## config.mk

```make
export PLATFORM = sky130hd
export DESIGN_NAME = fifo_wr_arbiter_flat
export DESIGN_NICKNAME = d
export VERILOG_FILES = /design/src/rtl/fifo_wr_arbiter_if.sv /design/src/rtl/fifo_wr_arbiter.sv /design/src/flat_wrapper.sv
export SDC_FILE = /design/constraint.sdc
export NUM_CORES = 1
export LEC_CHECK = 0
export BUFFER_PORTS_ARGS = -buffer_cell sky130_fd_sc_hd__buf_2
export CAP_MARGIN = 20
export CORE_MARGIN = 1
export CORE_UTILIZATION = 40
export CTS_BUF_LIST = sky130_fd_sc_hd__clkbuf_8 sky130_fd_sc_hd__clkbuf_16
export CTS_CLUSTER_SIZE = 14
export DETAILED_ROUTE_END_ITERATION = 10
export GPL_TIMING_DRIVEN = 0
export PLACE_DENSITY = 0.79
export SLEW_MARGIN = 20
export SYNTH_ARGS = -nofsm -noshare
export SYNTH_HDL_FRONTEND = slang
export SYNTH_SLANG_ARGS = --single-unit
```

## constraint.sdc

```tcl
create_clock -name clk -period 1.8 [get_ports clk]
set_input_delay 0.18 -clock clk [delete_from_list [all_inputs] [get_ports clk]]
set_output_delay 0.18 -clock clk [all_outputs]
set_load 0.005 [all_outputs]
```

## src/rtl/fifo_wr_arbiter_if.sv

```systemverilog
// Bundle of the producer-side and FIFO-side signals around the write-port
// arbiter. The arbiter connects through the slave modport, the producers and
// FIFO model through master, and passive observers through monitor.
interface fifo_wr_arbiter_if #(
    parameter int DWIDTH = 8,
    parameter int NREQ   = 4,
    parameter int IDW    = 2
);
    logic [NREQ-1:0]        in_valid;
    logic [NREQ*DWIDTH-1:0] in_data;
    logic [NREQ-1:0]        in_last;
    logic [NREQ-1:0]        in_ready;
    logic                   fifo_full;
    logic                   fifo_write;
    logic [DWIDTH-1:0]      fifo_datain;
    logic [IDW-1:0]         grant_id;
    logic                   busy;

    modport master (
        output in_valid, in_data, in_last, fifo_full,
        input  in_ready, fifo_write, fifo_datain, grant_id, busy
    );

    modport slave (
        input  in_valid, in_data, in_last, fifo_full,
        output in_ready, fifo_write, fifo_datain, grant_id, busy
    );

    modport monitor (
        input in_valid, in_data, in_last, fifo_full,
        input in_ready, fifo_write, fifo_datain, grant_id, busy
    );
endinterface

```

## src/rtl/fifo_wr_arbiter.sv

```systemverilog
// Round-robin arbiter sharing one dcfifo write port among NREQ producers.
// A grant lasts at most MAX_BURST accepted words, ends early on in_last or
// when the owner stops presenting data, and is always followed by one IDLE
// bubble. Words pass straight through to the FIFO on the accepting edge;
// nothing is written while the FIFO reports full.
module fifo_wr_arbiter #(
    parameter int DWIDTH    = 8,
    parameter int NREQ      = 4,
    parameter int MAX_BURST = 4,
    parameter int IDW       = 2
) (
    input  logic              clk,
    input  logic              areset_n,
    fifo_wr_arbiter_if.slave  bus
);

    localparam int CW = $clog2(MAX_BURST + 1);
    localparam logic [IDW-1:0] LAST_RST  = IDW'(NREQ - 1);
    localparam logic [CW-1:0]  CNT_LIMIT = CW'(MAX_BURST - 1);

    typedef enum logic [0:0] {
        ST_IDLE  = 1'b0,
        ST_GRANT = 1'b1
    } state_e;

    state_e          state_q, state_d;
    logic [IDW-1:0]  grant_q, grant_d;
    logic [IDW-1:0]  last_q,  last_d;
    logic [CW-1:0]   cnt_q,   cnt_d;

    logic              busy_s;
    logic              owner_valid_s;
    logic              owner_last_s;
    logic [DWIDTH-1:0] owner_data_s;
    logic              accept_s;
    logic [IDW:0]      pick_s;
    logic [NREQ-1:0]   ready_s;

    // Round-robin search: the first requester after 'last', wrapping modulo
    // NREQ, so the previous owner is checked last. MSB of the result flags
    // that some requester was found.
    function automatic logic [IDW:0] rr_pick(input logic [NREQ-1:0] req,
                                             input logic [IDW-1:0]  last);
        logic [IDW:0] res;
        int           idx;
        res = {(IDW+1){1'b0}};
        // Walk from the farthest candidate to the nearest so the nearest wins.
        for (int k = NREQ; k >= 1; k--) begin
            idx = (int'(last) + k) % NREQ;
            if (req[idx]) begin
                res = {1'b1, IDW'(idx)};
            end else begin
                res = res;
            end
        end
        return res;
    endfunction

    assign busy_s        = (state_q == ST_GRANT);
    assign owner_valid_s = bus.in_valid[grant_q];
    assign owner_last_s  = bus.in_last[grant_q];
    assign owner_data_s  = bus.in_data[grant_q*DWIDTH +: DWIDTH];
    assign accept_s      = busy_s & owner_valid_s & ~bus.fifo_full;
    assign pick_s        = rr_pick(bus.in_valid, last_q);

    // Only the owner is offered ready, and only while the FIFO has room.
    always_comb begin
        ready_s = {NREQ{1'b0}};
        if (busy_s && !bus.fifo_full) begin
            ready_s[grant_q] = 1'b1;
        end else begin
            ready_s = {NREQ{1'b0}};
        end
    end

    assign bus.in_ready    = ready_s;
    assign bus.fifo_write  = accept_s;
    assign bus.fifo_datain = busy_s ? owner_data_s : {DWIDTH{1'b0}};
    assign bus.busy        = busy_s;
    assign bus.grant_id    = grant_q;

    // Next-state logic: grant selection in IDLE, burst counting and release in GRANT.
    always_comb begin
        state_d = state_q;
        grant_d = grant_q;
        last_d  = last_q;
        cnt_d   = cnt_q;
        case (state_q)
            ST_IDLE: begin
                if (pick_s[IDW]) begin
                    state_d = ST_GRANT;
                    grant_d = pick_s[IDW-1:0];
                    cnt_d   = {CW{1'b0}};
                end else begin
                    state_d = ST_IDLE;
                end
            end
            ST_GRANT: begin
                if (!owner_valid_s) begin
                    // Owner went quiet (also while full): hand the port back.
                    state_d = ST_IDLE;
                    last_d  = grant_q;
                    cnt_d   = {CW{1'b0}};
                end else if (accept_s) begin
                    if (owner_last_s || (cnt_q == CNT_LIMIT)) begin
                        // End of packet and burst limit on one word give one release.
                        state_d = ST_IDLE;
                        last_d  = grant_q;
                        cnt_d   = {CW{1'b0}};
                    end else begin
                        cnt_d = cnt_q + CW'(1);
                    end
                end else begin
                    // FIFO full with owner still valid: hold grant and count.
                    cnt_d = cnt_q;
                end
            end
            default: begin
                state_d = ST_IDLE;
                grant_d = {IDW{1'b0}};
                last_d  = LAST_RST;
                cnt_d   = {CW{1'b0}};
            end
        endcase
    end

    // Owner state registers; reset abandons any burst in progress.
    always_ff @(posedge clk or negedge areset_n) begin
        if (!areset_n) begin
            state_q <= ST_IDLE;
            grant_q <= {IDW{1'b0}};
            last_q  <= LAST_RST;
            cnt_q   <= {CW{1'b0}};
        end else begin
            state_q <= state_d;
            grant_q <= grant_d;
            last_q  <= last_d;
            cnt_q   <= cnt_d;
        end
    end

endmodule

```

## src/flat_wrapper.sv

```systemverilog
// flat-port wrapper written by rule: the top's interface ports become plain ports
module fifo_wr_arbiter_flat 
#(
    parameter int DWIDTH    = 8,
    parameter int NREQ      = 4,
    parameter int MAX_BURST = 4,
    parameter int IDW       = 2
)
  (clk, areset_n, bus_in_valid, bus_in_data, bus_in_last, bus_fifo_full, bus_in_ready, bus_fifo_write, bus_fifo_datain, bus_grant_id, bus_busy);
  fifo_wr_arbiter_if #(.DWIDTH(DWIDTH), .NREQ(NREQ), .IDW(IDW)) bus_i ();
  input  logic clk;
  input  logic areset_n;
  input wire logic [$bits(bus_i.in_valid)-1:0] bus_in_valid;
  input wire logic [$bits(bus_i.in_data)-1:0] bus_in_data;
  input wire logic [$bits(bus_i.in_last)-1:0] bus_in_last;
  input wire logic [$bits(bus_i.fifo_full)-1:0] bus_fifo_full;
  output wire logic [$bits(bus_i.in_ready)-1:0] bus_in_ready;
  output wire logic [$bits(bus_i.fifo_write)-1:0] bus_fifo_write;
  output wire logic [$bits(bus_i.fifo_datain)-1:0] bus_fifo_datain;
  output wire logic [$bits(bus_i.grant_id)-1:0] bus_grant_id;
  output wire logic [$bits(bus_i.busy)-1:0] bus_busy;
  assign bus_i.in_valid = bus_in_valid;
  assign bus_i.in_data = bus_in_data;
  assign bus_i.in_last = bus_in_last;
  assign bus_i.fifo_full = bus_fifo_full;
  assign bus_in_ready = bus_i.in_ready;
  assign bus_fifo_write = bus_i.fifo_write;
  assign bus_fifo_datain = bus_i.fifo_datain;
  assign bus_grant_id = bus_i.grant_id;
  assign bus_busy = bus_i.busy;
  fifo_wr_arbiter #(.DWIDTH(DWIDTH), .NREQ(NREQ), .MAX_BURST(MAX_BURST), .IDW(IDW)) u_core (.clk(clk), .areset_n(areset_n), .bus(bus_i));
endmodule
```

[Word level (Yosys, flattened, before mapping)]
Cells that the tools add are included.
Cells by class
  add/subtract/negate cells: 5
  magnitude comparators: 6
  equality and inequality tests: 5
  shift operators: 1
  muxes and demuxes: 37
  bitwise operators: 8
  reduce and logical (&&, ||, !) cells: 11
Operators by type and width (count)
  variable part select 32 x 6 -> 8 bit: 1
  two-way mux 3 bit: 8
  < comparator 3 x 4 -> 1 bit, second input constant: 4
  two-way mux 1 bit: 15
  binary-select mux 1 bit (select 2 bit): 6
  two-way mux 8 bit: 1
  OR reduction 2 bit: 4
  two-way mux 2 bit: 3
  one-hot mux 3 bit (2 select lines): 1
  adder 2 x 1 -> 2 bit, second input constant: 2
  adder 2 bit, second input constant: 2
  bitwise AND 1 bit, first input constant: 4
  two-way mux 4 bit: 1
  inequality test 2 bit, second input constant: 2
  AND reduction 2 bit: 2
  adder 3 x 1 -> 3 bit, second input constant: 1
  equality test 3 x 2 -> 1 bit, second input constant: 1
  < comparator 2 x 3 -> 1 bit, second input constant: 1
  inequality test 3 bit, second input constant: 1
  AND reduction 3 bit: 1
  bitwise AND 1 bit: 2
  demux 1 bit (select 2 bit): 1
  greater-or-equal comparator 2 x 1 -> 1 bit, second input constant: 1
  logical AND 1 bit: 2
  other kinds (5): 6
Storage, ports and cells
  bits in registers: 8
  bits of input ports: 43
  word-level logic and storage cells: 77

[Logic depth before layout (Yosys ltp)]
  depth after elaboration: 12
  gate-level depth with buffers: 6
  mapped depth without buffers: 6

[Worst setup path after synthesis]
No wires, ideal clock.
  kind: register to output
  from: register u_core.grant_q[0] (netlist: u_core.bus.grant_id[0])
  to: output bus_fifo_datain[3]
  data arrival time: 1365 ps
  data required time: 1620 ps
  setup slack: 255 ps
  cell stages (with the launch flop): 5
  buffers on the path: 2
  cell sequence: dfrtp_1 > buf_6 > buf_2 > mux4_2 > and2_1
On the way
  word-level cells in the longest chain between the ends: 2
Ends and longest elaborated chain
  from (decl): line fifo_wr_arbiter.sv:27  | logic [IDW-1:0] grant_q, grant_d;
  from (signal assigned): line fifo_wr_arbiter.sv:131  | grant_q <= {IDW{1'b0}};
  from (signal assigned): line fifo_wr_arbiter.sv:136  | grant_q <= grant_d;
  variable part select 32 x 6 -> 8 bit: line fifo_wr_arbiter.sv:62  | assign owner_data_s = bus.in_data[grant_q*DWIDTH +: DWIDTH];
  two-way mux 8 bit: line fifo_wr_arbiter.sv:78  | assign bus.fifo_datain = busy_s ? owner_data_s : {DWIDTH{1'b0}};
  to (decl): line flat_wrapper.sv:19  | output wire logic [$bits(bus_i.fifo_datain)-1:0] bus_fifo_datain;
Every way passes these cells.

[Worst setup path after layout]
Ends and elaborated chain as after synthesis.

==> summary.md <==
| Metric | Value |
|---|---|
| Ys Warns | `0` |
| Ys async rst share | `1.00` |
| Worst r2r path cells | `6` |
| Worst skew pair latency | `0.23 ns` |
| Synth unique cells | `34` |
| Synth Area per Inst | `10.5 sq um` |
| Clk root buf | `clkbuf_8` |
| Worst vdd ir | `0.000945 V` |
| Core Area | `1800 sq um` |
| Mapped Area | `806 sq um` |
| Fin Setup TNS | `-0.0739 ns` |
| Number of port buffers | `58` |
| Cell count after synthesis | `77` |
| Min-Delay Path Depth | `3` |
| Clock Skew | `0.00363 ns` |
| CTS clk-pin slew, worst paths | `0.04 ns` |
| Layout fillers | `147` |
| DR iter-0 viols | `6` |
| Flop2flop setup slack | `0.13 ns` |
| Die X | `46.9 um` |
| Critical-path top delay cell | `mux4_2` |
| CP Buf/Inv Count | `3` |
| Cell count along the critical path | `5` |
| F_max | `546 MHz` |
| Sequential-to-total area share from yosys stat | `0.252` |
| P_leak | `0.642 nW` |
| Max_cap viols | `0` |
| Total CTS buffers | `3` |
| Post-Route WL | `2.18 mm` |
| Detailed placer's ending HPWL | `1.76 mm` |
| Placed cell area | `1130 sq um` |
| Row cnt | `15` |
| Status | `finished, violations left` |
| Post-synthesis register bit count | `8` |
| Reg-to-reg startpoint | `u_core.cnt_q[0]$_DFFE_PN0P_` |
| Main synth FF type | `dfrtp_1` |
| Max incr delay on CP | `0.50 ns` |
| Worst EP arrival | `1.65 ns` |
| Worst path cell trace | `buf_6, buf_8, mux4_2, and2_4, buf_6` |
| Syn_nets | `122` |
| Hold Path End | `u_core.bus.grant_id[1]$_DFFE_PN0P_` |
| Post-synth EDFFs | `0` |
| CTS tree | `yes` |
| Layout Area Growth over Synthesis | `53.9%` |
| Global route overflow | `0` |
| WS Path Type | `reg -> out` |
| Initial antenna violation count | `0` |
| H-Tree Depth | `1` |
| Layout cells sized above 1 | `0.563` |
| Final instance area | `1240 sq um` |
| Routed via count | `876` |
| Top cell by count, worst path | `buf_6` |
| Worst R2R End | `u_core.last_q[0]$_DFFE_PN1P_` |
| Worst slack, placed | `0.0476 ns` |
| Nets | `188` |
| Slew margin rel. | `0.548` |
| Cell taking the most area after synthesis | `dfrtp_1` |
| Initial Util | `0.447` |
| Gp weighted congestion | `0.763` |
| CP endpoint kind | `primary output` |
| First-pass GRT wire length | `2.79 mm` |
| Final Hold Vio Count | `0` |
| Antenna-violating nets left | `0` |
| Top cell type's share of synthesized area | `0.186` |
| Power density over the cells | `1380 nW/um^2` |
| Crit-path max FO | `8` |
| Period utilisation layout | `1.02` |
| Die Ht | `46.9 um` |
| Worst slew pin tran | `0.672 ns` |
| Final setup viols | `4` |
| Die ar. | `2200 sq um` |
| Synth area leaders | `dfrtp_1 19%, mux4_2 14%, mux4_1 13%` |
| Clk buf depth | `2` |
| Failing checks | `setup timing` |
| # diodes | `0` |
| Family with the most delay on the worst path | `multiplexers` |
| All-layer global routing usage | `0.178` |
| Fin. max-slew vios | `0` |
| Vias per cell | `5.25` |
| Setup WS post-layout | `-0.0326 ns` |
| Worst hold start | `bus_in_valid[2]` |
| Vias in the first global route | `743` |
| CP required | `1.62 ns` |
| Hold WC Path Type | `in -> reg` |
| Routed len/inst | `13.0 um` |
| Largest net degree at the start of global routing | `11` |
| Critical Path Source | `u_core.bus.grant_id[0]$_DFFE_PN0P_` |
| DRC errors left | `0` |
| TritonCTS Sinks | `8` |
| Min cycle time layout | `1.83 ns` |
| RSZ-0062 raised after global routing | `true` |
| Pre-antenna DRT Iters | `3` |
| I/O pin count | `59` |
| Worst setup SP type | `register` |
-- through the flow --
step	std cells	hold slack, ns	util	power (mW)
after floorplan	77	-0.116	-	1.01
after global placement	160	0.0210	0.626	1.30
final	167	0.314	0.688	1.71
after global routing	167	0.344	0.688	1.84
after detailed placement	160	0.0247	0.626	1.33
after CTS	167	0.314	0.672	1.62
-- cells in the mapped netlist (2+ instances only) --
cell,number
dfstp_2,2
nor2_1,3
buf_2,2
dfrtp_1,6
o21ai_0,5
ha_1,2
mux4_1,4
mux2i_1,3
nand2_1,5
mux4_2,5
inv_1,5
a21oi_1,2
nor4_1,2
and2_1,10
mux2_1,2
-- where the power goes --
| group | switching, mW | leakage, nW | internal [mW] |
|---|---|---|---|
| clock | 0.0659 | 0.0269 | 0.147 |
| combinational | 0.480 | 0.518 | 0.685 |
| sequential | 0.0650 | 0.0971 | 0.264 |
| total | 0.611 | 0.642 | 1.10 |
-- cells in the final DEF (no fill, tap or decap), types with 4 or more instances in the layout --
master,netlist,final
buf_2,2,56
and2_1,10,6
inv_1,5,6
dfrtp_1,6,6
mux4_2,5,5
nand2_1,5,5
o21ai_0,5,5
buf_6,1,4
and2_4,0,4
mux4_1,4,4
-- sequential cells by signal, indices dropped and copies added (netlist names) --
signal	cells
u_core.last_q	2
u_core.bus.grant_id	2
u_core.bus.busy	1
u_core.cnt_q	3
-- how the worst max path moves through the flow --
stage                                     to  slack (ns)
final                     bus_fifo_datain[3]       -0.03
after global placement    bus_fifo_datain[5]        0.09
after detailed placement  bus_fifo_datain[6]        0.05
after CTS                 bus_fifo_datain[6]       -0.02
after floorplan           bus_fifo_datain[3]        0.25
after global routing      bus_fifo_datain[3]       -0.07
-- cell type report --
type                    count  area (sq um)  share of cell area
plain buffers               5          42.5              0.0343
inverters                   5          18.8              0.0151
clock inverters             1          3.75             0.00303
clock buffers               3          41.3              0.0333
repair buffers             61           334               0.269
well taps                  25          31.3              0.0252
flip-flops and latches      8           203               0.163
multi-input cells          59           566               0.456
-- logic make-up (layout without fill, tap and decap cells) --
family	Yosys count	count (layout)	synth area share
buffers and inverters	10	75	0.0590
multiplexers	14	14	0.335
adder cells (fa/ha/maj)	2	2	0.0311
AO/OA/AOI/OAI	17	17	0.141
flip-flops	8	8	0.252
AND/OR/NAND/NOR	26	26	0.182
-- per-layer routing --
metal / part of all wire / global-route usage
met5: 0 / 0
met2: 0.50 / 0.350
met1: 0.39 / 0.184
met3: 0.091 / 0.0346
met4: 0.012 / 0.0629
-- worst min-delay path, cell delays in order --
cell and delay [ns]:
buf_2 0.12, nor2_1 0.10, o31ai_1 0.09
-- repair_timing --
action	in CTS	in global routing
endpoints found under the setup margin	4	6
hold endpoints to repair	6	0
gates cloned	0	0
pin swaps	0	1
resized for setup	5	7
hold buffers	1	0
buffers inserted	2	0
No activity file was read; power rests on OpenSTA's default activity.
